**src/rtl/quad_encoder_gen.sv**
```systemverilog
// rtl/quad_encoder_gen.sv - quadrature A/B/Z encoder emulator stepping toward a signed target
module quad_encoder_gen #(
  parameter int WIDTH = 16,
  parameter int DIV_W = 16,
  parameter int CPR   = 2048
) (
  input  logic                    i_clk,
  input  logic                    i_rst_n,
  input  logic                    i_enable,
  input  logic signed [WIDTH-1:0] i_target,
  input  logic [DIV_W-1:0]        i_period,
  input  logic                    i_clear,
  output logic                    o_a,
  output logic                    o_b,
  output logic                    o_z,
  output logic signed [WIDTH-1:0] o_pos,
  output logic                    o_busy,
  output logic                    o_done
);

  localparam int REV_W = $clog2(CPR);
  localparam logic [REV_W-1:0] REV_MAX = REV_W'(CPR - 1);

  typedef enum logic [1:0] {
    S_IDLE,
    S_WAIT,
    S_STEP
  } state_t;

  state_t                  r_state;
  state_t                  w_state_nxt;
  logic [DIV_W-1:0]        r_div;
  logic [DIV_W-1:0]        w_div_nxt;
  logic [REV_W-1:0]        r_rev_pos;
  logic [REV_W-1:0]        w_rev_nxt;
  logic signed [WIDTH-1:0] r_pos;
  logic signed [WIDTH-1:0] w_pos_nxt;
  logic                    r_a;
  logic                    r_b;
  logic                    r_z;
  logic                    r_done;
  logic                    w_a_nxt;
  logic                    w_b_nxt;
  logic                    w_z_nxt;
  logic                    w_done_nxt;
  logic [DIV_W-1:0]        w_eff_period;
  logic                    w_at_target;
  logic                    w_dir_fwd;

  // Periods 0 and 1 both give the minimum 2-clock edge spacing
  assign w_eff_period = (i_period <= DIV_W'(1)) ? DIV_W'(1) : i_period;
  assign w_at_target  = (r_pos == i_target);
  assign w_dir_fwd    = (i_target > r_pos);

  // Next-state, divider and edge generation; clear overrides everything else
  always_comb begin
    w_state_nxt = r_state;
    w_div_nxt   = r_div;
    w_pos_nxt   = r_pos;
    w_rev_nxt   = r_rev_pos;
    w_a_nxt     = r_a;
    w_b_nxt     = r_b;
    w_z_nxt     = r_z;
    w_done_nxt  = 1'b0;
    if (i_clear) begin
      w_state_nxt = S_IDLE;
      w_div_nxt   = w_eff_period;
      w_pos_nxt   = '0;
      w_rev_nxt   = '0;
      w_a_nxt     = 1'b0;
      w_b_nxt     = 1'b0;
      w_z_nxt     = 1'b0;
    end else begin
      case (r_state)
        S_IDLE: begin
          if (i_enable && !w_at_target) begin
            w_state_nxt = S_WAIT;
            w_div_nxt   = w_eff_period;
          end
        end
        S_WAIT: begin
          if (w_at_target) begin
            w_state_nxt = S_IDLE;
          end else if (i_enable) begin
            if (r_div <= DIV_W'(1)) begin
              w_state_nxt = S_STEP;
              w_div_nxt   = '0;
            end else begin
              w_div_nxt = r_div - DIV_W'(1);
            end
          end
        end
        S_STEP: begin
          if (w_at_target) begin
            w_state_nxt = S_IDLE;
          end else if (i_enable) begin
            if (w_dir_fwd) begin
              w_pos_nxt = r_pos + WIDTH'(1);
              w_rev_nxt = (r_rev_pos == REV_MAX) ? '0 : r_rev_pos + REV_W'(1);
            end else begin
              w_pos_nxt = r_pos - WIDTH'(1);
              w_rev_nxt = (r_rev_pos == '0) ? REV_MAX : r_rev_pos - REV_W'(1);
            end
            // Phase follows rev_pos[1:0] as a Gray code: 00,01,11,10
            w_a_nxt   = w_rev_nxt[1];
            w_b_nxt   = w_rev_nxt[1] ^ w_rev_nxt[0];
            w_z_nxt   = (w_rev_nxt == '0);
            w_div_nxt = w_eff_period;
            if (w_pos_nxt == i_target) begin
              w_state_nxt = S_IDLE;
              w_done_nxt  = 1'b1;
            end else begin
              w_state_nxt = S_WAIT;
            end
          end
        end
        default: w_state_nxt = S_IDLE;
      endcase
    end
  end

  // State and output registers with asynchronous reset
  always_ff @(posedge i_clk or negedge i_rst_n) begin
    if (!i_rst_n) begin
      r_state   <= S_IDLE;
      r_div     <= '0;
      r_pos     <= '0;
      r_rev_pos <= '0;
      r_a       <= 1'b0;
      r_b       <= 1'b0;
      r_z       <= 1'b0;
      r_done    <= 1'b0;
    end else begin
      r_state   <= w_state_nxt;
      r_div     <= w_div_nxt;
      r_pos     <= w_pos_nxt;
      r_rev_pos <= w_rev_nxt;
      r_a       <= w_a_nxt;
      r_b       <= w_b_nxt;
      r_z       <= w_z_nxt;
      r_done    <= w_done_nxt;
    end
  end

  assign o_a    = r_a;
  assign o_b    = r_b;
  assign o_z    = r_z;
  assign o_pos  = r_pos;
  assign o_done = r_done;
  assign o_busy = i_enable && (r_pos != i_target);

endmodule

```
**config.mk**
```make
export PLATFORM = sky130hd
export DESIGN_NAME = quad_encoder_gen
export DESIGN_NICKNAME = d
export VERILOG_FILES = /design/src/rtl/quad_encoder_gen.sv
export SDC_FILE = /design/constraint.sdc
export NUM_CORES = 1
export LEC_CHECK = 0
export CAP_MARGIN = 20
export CORE_UTILIZATION = 50
export DETAILED_ROUTE_END_ITERATION = 6
export PLACE_DENSITY = 0.81
export SYNTH_ARGS = -nofsm -noshare
export SYNTH_HDL_FRONTEND = slang
export SYNTH_SLANG_ARGS = --single-unit
```
**constraint.sdc**
```tcl
create_clock -name i_clk -period 7.79 [get_ports i_clk]
set_input_delay 1.558 -clock i_clk [delete_from_list [all_inputs] [get_ports i_clk]]
set_output_delay 1.558 -clock i_clk [all_outputs]
set_load 0.01 [all_outputs]
```
== Word level (Yosys, flattened, before mapping) ==
Index checks and enable logic that the tools add are counted.
Storage, ports and cells
  flip-flop bits (word level): 49
  output and inout port bits: 21
  RAM bits: 0
  ROM bits: 0
  memories kept: 0
  latch bits: 0
Operators by class
  eq/ne operators: 15
  add/sub/neg operators: 5
  div/mod/pow operators: 0
  shifts and indexed selects: 0
  $lt $le $gt $ge: 3
  mux-type cells: 55
  bitwise operators: 1
  reductions and logical operators: 12
  multiply operators: 0
Operator list (number)
  16-bit 2-to-1 mux: 17
  11-bit 2-to-1 mux: 11
  16-bit one-hot mux with 3 select lines: 1
  16-bit equality test: 2
  16-bit by 1-bit <= comparator with 1-bit output, second input constant: 2
  11-bit zero test: 2
  1-bit 2-to-1 mux: 18
  16-bit by 2-bit adder with 16-bit output, second input constant: 1
  16-bit > comparator: 1
  16-bit inequality test: 1
  16-bit by 1-bit subtractor with 16-bit output, second input constant: 1
  16-bit by 2-bit subtractor with 16-bit output, second input constant: 1
  3-bit inequality test, second input constant: 5
  2-bit 2-to-1 mux: 7
  4-bit inequality test, second input constant: 3
  11-bit by 1-bit adder with 11-bit output, second input constant: 1
  11-bit equality test, second input constant: 1
  11-bit by 1-bit subtractor with 11-bit output, second input constant: 1
  2-bit one-hot mux with 3 select lines: 1
  6-bit AND reduction: 1
  4-bit AND reduction: 1
  2-bit nonzero test: 2
  4-bit nonzero test: 1
  3-bit AND reduction: 1
  other kinds (7): 8

== Logic depth before layout (Yosys ltp) ==
Gate-level depths: netlist of the first run.
  word-level depth: 12
  mapped depth: 21
  mapped depth without buffers: 18

== Least setup slack after synthesis of the first run ==
No wires, ideal clock.
  kind: in2reg
  from: input port i_target[13]
  to: register r_state[0]
  setup slack: 1.888 ns
  path buffers: 2
  setup time: 0.133 ns
  stages: 19
  data required time: 7.657 ns
  data arrival time: 5.769 ns
  cells stage by stage: ha_1 a21oi_1 o21ai_0 a31oi_1 mux2_2 o21ba_2 buf_2 inv_1 buf_2 ha_1 and3_1 a221o_2 a31oi_4 xnor3_1 or4_1 nor4_1 nand4_1 a31oi_1 nor2_1
Between the ends
  word-level cells in the longest chain between the ends: 12
  elaborated cells on any way between the ends: 21
  classes of those cells: order compare: 1; eq/ne: 6; mux: 11; reduce/logical: 3
RTL lines
  from (decl): RTL line 10  | input logic signed [WIDTH-1:0] i_target,
  16-bit > comparator: RTL line 53  | assign w_dir_fwd = (i_target > r_pos);
  16-bit 2-to-1 mux: RTL line 97  | if (w_dir_fwd) begin
  16-bit 2-to-1 mux: RTL line 96  | end else if (i_enable) begin
  16-bit 2-to-1 mux: RTL line 94  | if (w_at_target) begin
  16-bit 2-to-1 mux: RTL line 74  | case (r_state)
  16-bit 2-to-1 mux: RTL line 65  | if (i_clear) begin
  16-bit equality test: RTL line 109  | if (w_pos_nxt == i_target) begin
  1-bit 2-to-1 mux: RTL line 109
  2-bit 2-to-1 mux: RTL line 96
  2-bit 2-to-1 mux: RTL line 94
  2-bit one-hot mux with 3 select lines: RTL line 74
  2-bit 2-to-1 mux: RTL line 65
  to (signal assigned): RTL line 134  | r_state <= w_state_nxt;
  to (decl): RTL line 30  | state_t r_state;
Several ways; a longest one is shown, not always the timed one. The select of a mux whose other input is x is not followed.
A chain may end at the register's enable or synchronous reset.

== Worst setup path in the final report of the first run ==
Ends and elaborated chain as after synthesis.

==> metrics.csv, run 1 <==
stage,metric,value,unit
clock_tree,clkTransAtPathRegs,100,ps
clock_tree,cts_hold_buf,0,
synth,synth_cells,511,
worst_setup_path,startpoint,i_target[13],
floorplan,num_rows,33,
clock_tree,clock_latency,320,ps
power,total_power,0.9138,mW
synth,yosysTopAreaCellShare,28.49,%
worst_setup_path,cp_cell_sequence,clkdlybuf4s50_1 > ha_1 > a21oi_1 > o21ai_0 > a31oi_1 > mux2_2 > o21ba_2 > inv_1 > ha_1 > and3_1 > a221o_2 > a31oi_4 > xnor3_1 > or4_1 > nor4_1 > nand4_1 > a31oi_1 > nor2_1,
status,status,completed,
sta,post-route-period-util,83.34,%
sta,rsz0062_at_grt,false,
routing,vias_per_cell,5.905,
grt,grt_util_all_layers,25.84,%
finish,drive_gt1_share,4.317,%
placement,dp.cells,653,
clock_tree,htreeDepth,2,
synth,yosysUniqueCellTypes,53,
placement,dpl.hpwl,7.834,mm
worst_hold_path,min_from,o_b,
finish,seq_area,1201,um^2
finish,multiInputGateArea,2810,um^2
synth,synth.avg_cell_area,8.252,um^2
sta,worst_pin_slew,1083,ps
worst_setup_path,cp_max_fo,16,
placement,preCtsSetupSlack,967.1,ps
sta,finalClockSkew,14.10,ps
floorplan,start_util,51.58,%
sta,drv_slew,0,
finish,syn_to_final_growth,18.25,%
worst_setup_path,worstSetupPathType,primary input to flip-flop,
routing,num_vias,3903,
power,power_density,183.3,nW/um^2
sta,maxSlewHeadroom,27.77,%
clock_tree,cts_num_sinks,48,
synth,netlist_area,4217,um^2
worst_setup_path,rrSetupSlack,2550,ps
placement,port_buffers,56,
grt,grt_max_degree,37,
synth,ys_seq_area_share,28.49,%
finish,utilization,60.99,%
worst_setup_path,r2r-start,o_pos[13],
worst_hold_path,hold_class,flip-flop to flip-flop,
worst_setup_path,r2r_end,r_state[0],
floorplan,io_pins,57,
clock_tree,root_buffer,clkbuf_8,
synth,synth_area_leaders,"dfrtp_1, ha_1, a21oi_1, o21ai_0, xnor3_1",
worst_setup_path,crit_buf_inv,2,
finish,fin_cells,661,
clock_tree,numCtsBuffers,5,
synth,synth-edff-count,0,
placement,postPlaceCellArea,4848,um^2
routing,firstDrtPassIters,4,
worst_setup_path,start_kind,primary input,
synth,synth_area_leader_cell,dfrtp_1,
clock_tree,postCtsSetupRepairBufs,0,
flow_run,max_cap_viol_count,0,
worst_setup_path,reg2regPathDepth,18,
grt,grt_pass1_wl,18.13,mm
clock_tree,cts_resized,0,
routing,routed_wl,10.70,mm
finish,finalNetCount,629,
sta,finalSetupViolCount,0,
worst_hold_path,holdPathEnd,o_b,
routing,first_iter_violations,221,
grt,antenna_found_initial,0,
placement,gp_congestion,0.8591,
routing,ant_nets,0,
finish,final_cell_area,4986,um^2
sta,fmax,154.0,MHz
sta,hold_slack,521.4,ps
worst_hold_path,whs_path_depth,2,
grt,grt_pass1_vias,3801,
routing,drc,0,
floorplan,die_area,8804,um^2
floorplan,die_h,93.83,um
worst_setup_path,cp_top_family,compound AO/OA/AOI/OAI gates,
synth,yosys_warnings,0,
clock_tree,cts_buffer_depth,2,
power,p_leak,2.110,nW
floorplan,die_w,93.83,um
grt,grt-ovfl-total,0,
synth,syn-num-nets,585,
floorplan,coreArea,8175,um^2
clock_tree,cts_tree,done,
synth,async_flop_share,100.0,%
sta,final_hold_viol_count,0,
sta,setup_ws,1298,ps
synth,ys_seq_elements,48,
sta,fin_crit,6492,ps
routing,wl_per_cell,16.18,um
worst_setup_path,critPathRequiredTime,7990,ps
finish,n_antenna_cell,0,
power,peakVddDrop,0.1281,mV
worst_setup_path,critPathMaxStageDelay,580,ps
worst_setup_path,arrival,6690,ps
finish,n_fill_cell,725,
worst_setup_path,cp_slowest_cell,or4_1,
sta,fin_setup_tns,0,ps
worst_setup_path,end_kind,flip-flop,
synth,synthFlopType,dfrtp_1,
==> cell usage in the layout, fill, tap and decap left out, drive strengths merged, types with 10 or more instances in the layout <==
master,netlist,routed
dfrtp,48,48
inv,30,31
nor3,17,17
nor2,43,43
a21oi,54,54
xnor2,18,18
or3,14,14
nand2,46,46
clkdlybuf4s50,0,55
a22oi,10,10
ha,37,37
o21ai,48,48
==> flip-flops by register name (all words and copies together) (netlist names) <==
| register | flops |
|---|---|
| o_done | 1 |
| o_b | 1 |
| r_div | 16 |
| r_state | 2 |
| o_pos | 16 |
| r_rev_pos | 11 |
| o_z | 1 |
==> where the power goes <==
group          total, mW  internal, mW  switching [mW]  leakage [nW]
logic              0.356         0.161           0.195          1.41
clock network      0.226         0.129          0.0970        0.0687
registers          0.332         0.287          0.0448         0.636
==> logic make-up (layout without fill, tap and decap cells) <==
group | Yosys count | in the layout | share of synthesized area (%)
AOI/OAI and AO/OA | 154 | 154 | 22.26
xor gates and xnor gates | 36 | 36 | 10.77
adders and majority gates | 38 | 38 | 11.45
buffers and inverters | 54 | 99 | 4.867
DFF | 48 | 48 | 28.49
muxes | 6 | 6 | 1.780
and+or+nand+nor | 175 | 175 | 20.39
==> metal layers <==
layer / global-route usage (%) / wire, um / share of wire, %
met4: 6.026 / 124 / 1.2
met2: 43.31 / 5131 / 48
met1: 35.36 / 5013 / 47
met3: 3.317 / 428 / 4.0
met5: 0 / 0 / 0
==> tightest hold or removal path, stage by stage (launching register included) <==
cell and delay [ps]:
dfrtp_1 380, nand2_1 50, a21oi_1 50
==> synthesized netlist by cell type, types with 2 or more instances <==
cell      instances
a21o_1            5
a211oi_1          9
a21oi_1          54
o221ai_1          2
xnor2_1          18
and2_1            3
nor2b_1           4
a32oi_1           3
o21ai_0          48
and4_1            2
or3_1            14
mux2_2            2
nor3b_1           4
nand2_1          46
or4_1             4
a22oi_1          10
inv_1            30
mux2i_1           3
nand4_1           6
or2_2             3
xor2_1            8
and3_1            3
o211ai_1          4
buf_2             2
nand3_1           9
xnor3_1           9
o41ai_1           2
clkbuf_1         21
dfrtp_1          48
ha_1             37
nand2b_1          5
a31oi_1           5
nor4_1            9
nand3b_1          2
nor3_1           17
nor2_1           43
==> worst max path at each step <==
| stage | to | cells after the start |
|---|---|---|
| final | r_state[0] | 18 |
| after global routing | r_state[0] | 18 |
| after global placement | r_state[0] | 18 |
| after CTS | r_state[0] | 18 |
| after floorplan | r_state[0] | 19 |
| after detailed placement | r_state[0] | 18 |
==> area by class of cell <==
cell class / count / area share [%]
clock buffers: 5 / 1.380
clock inverters: 3 / 1.380
inverters: 30 / 2.258
well taps: 105 / 2.635
repair buffers: 61 / 11.89
multi-input cells: 409 / 56.36
flip-flops and latches: 48 / 24.09
Power figures use the tool's default switching activity.
==> run 2: changes to the inputs <==
==> constraint.sdc (replaced) <==
create_clock -name i_clk -period 6.4 [get_ports i_clk]
set_input_delay 1.28 -clock i_clk [delete_from_list [all_inputs] [get_ports i_clk]]
set_output_delay 1.28 -clock i_clk [all_outputs]
set_load 0.01 [all_outputs]
==> run 2 against run 1 <==
  * Total power up 19%
  * Combinational power is 23% higher
  * Register-to-register slack lost 1000 ps
  * Critical endpoint unchanged
  * First-iteration DRC count down 7.7%
  * Die area unchanged
  * Clock-buffer cell count is 1 higher
  * Sequential share of layout area is 0.10 points lower
  * Critical path type unchanged
  * Largest cell class unchanged
==> metrics.csv, run 2 (same netlist as run 1, synthesis figures left out) <==
stage,metric,value,unit,change
status,status,completed,,
floorplan,die_area,8804,um^2,unchanged
finish,utilization,61.25,%,+0.26 points
grt,grt_max_degree,49,,+32%
grt,grt.met2_usage,43.37,%,+0.061 points
placement,preCtsSetupSlack,260.4,ps,-706.7 ps
sta,maxSlewHeadroom,27.05,%,-0.72 points
finish,fin_cells,666,,+0.76%
placement,gp_congestion,0.9039,,+5.2%
finish,n_antenna_cell,0,,unchanged
worst_setup_path,critPathRequiredTime,6610,ps,-1380 ps
sta,rsz0062_at_grt,false,,
grt,grt_pass1_wl,17.97,mm,-0.88%
flow_run,max_cap_viol_count,0,,unchanged
clock_tree,clkTransAtPathRegs,100,ps,about the same
sta,post-route-period-util,91.10,%,
floorplan,die_h,93.83,um,unchanged
sta,finalClockSkew,11.30,ps,-2.797 ps
clock_tree,numCtsBuffers,5,,unchanged
clock_tree,cts_num_sinks,48,,unchanged
sta,fmax,171.5,MHz,
grt,busiest_layer,met2,,
routing,num_vias,3954,,+1.3%
clock_tree,root_buffer,clkbuf_8,,
placement,postPlaceCellArea,4886,um^2,+0.77%
grt,grt_util_all_layers,25.80,%,-0.042 points
placement,dp.cells,658,,+0.77%
floorplan,die_w,93.83,um,unchanged
clock_tree,htreeDepth,2,,unchanged
sta,final_hold_viol_count,0,,unchanged
sta,fin_crit,5830,ps,
worst_setup_path,worstSetupPathType,primary input to flip-flop,,
finish,syn_to_final_growth,18.75,%,
placement,port_buffers,56,,unchanged
finish,drive_gt1_share,5.169,%,+0.85 points
grt,use_met1,35.03,%,-0.33 points
placement,dpl.hpwl,8.057,mm,+2.8%
clock_tree,clock_latency,310,ps,about the same
routing,vias_per_cell,5.937,,+0.55%
power,total_power,1.085,mW,+19%
routing,routed_wl,10.79,mm,+0.89%
routing,wl_per_cell,16.20,um,+0.13%
worst_setup_path,arrival,6040,ps,-650 ps
routing,ant_nets,0,,unchanged
worst_setup_path,start_kind,primary input,,
sta,fin_setup_tns,0,ps,unchanged
grt,grt_pass1_vias,3817,,+0.42%
finish,finalNetCount,634,,+0.79%
routing,first_iter_violations,204,,-7.7%
worst_hold_path,hold_class,flip-flop to flip-flop,,
finish,final_cell_area,5007,um^2,+0.43%
grt,grt-ovfl-total,0,,unchanged
power,power_density,216.6,nW/um^2,+18%
floorplan,coreArea,8175,um^2,unchanged
routing,firstDrtPassIters,5,,+1
finish,final_common_cell,clkdlybuf4s50_1,,
clock_tree,cts_buffer_depth,2,,unchanged
routing,drc,0,,unchanged
finish,final_cell_mix,"clkdlybuf4s50_1, a21oi_1, o21ai_0, dfrtp_1, nand2_1",,
sta,drv_slew,0,,unchanged
floorplan,io_pins,57,,unchanged
grt,antenna_found_initial,0,,unchanged
floorplan,start_util,51.58,%,unchanged
finish,n_fill_cell,716,,-1.2%
power,p_leak,2.127,nW,+0.83%
finish,multiInputGateArea,2810,um^2,unchanged
finish,seq_area,1201,um^2,unchanged
sta,worst_pin_slew,1094,ps,+10.82 ps
grt,grtUsageMet3,3.722,%,+0.40 points
clock_tree,cts_resized,0,,unchanged
power,peakVddDrop,0.1546,mV,+21%
floorplan,num_rows,33,,unchanged
clock_tree,postCtsSetupRepairBufs,0,,unchanged
clock_tree,cts_hold_buf,0,,unchanged
sta,finalSetupViolCount,0,,unchanged
sta,hold_slack,527.0,ps,+5.533 ps
worst_setup_path,cp_max_fo,7,,-9
sta,setup_ws,569.5,ps,-728.0 ps
clock_tree,cts_tree,done,,
worst_setup_path,end_kind,flip-flop,,
[run 2: layout make-up]
class	count	area share [%]
Clock buffer	6	1.649
Tap cell	105	2.624
Timing Repair Buffer	66	12.59
Sequential cell	48	23.99
Inverter	30	2.249
Clock inverter	2	0.7746
Multi-Input combinational cell	409	56.12
[run 2: where the power goes]
| part | switching [mW] | internal, mW |
|---|---|---|
| Clock | 0.114 | 0.128 |
| Sequential | 0.0556 | 0.349 |
| Combinational | 0.237 | 0.201 |
[run 2: worst paths after layout]
kind / cells past startpoint / slack (ps) / start / endpoint
worst max register to register: 19 / 1550 / o_pos[11] / r_state[0]
min in group asynchronous: 2 / 1060 / i_rst_n / o_pos[12]
worst max-delay path: 19 / 570 / i_target[11] / r_state[0]
worst min register to register: 2 / 530 / r_div[11] / r_div[11]
worst min-delay path: 2 / 530 / r_div[11] / r_div[11]
max in group asynchronous: 2 / 4900 / i_rst_n / o_pos[6]
[run 2: critical path, cell delays in order]
cell and delay (ps):
clkdlybuf4s50_1 460, ha_1 340, a21oi_1 140, o21ai_0 90, a31oi_1 180, mux2_2 370
o21ba_2 210, inv_1 190, buf_4 200, ha_1 240, nand3_1 170, a2111oi_0 680
nor3_1 140, or3_1 440, xnor3_1 190, nor4_1 280, nand4_1 170, a31oi_1 190
nor2_1 60
[run 2: per-layer routing]
layer  vias to the layer above  wire length (um)
li1                       1960                 -
met1                      1886              4955
met2                        97              5308
met3                        11               421
met4                         0               106
met5                         -                 0
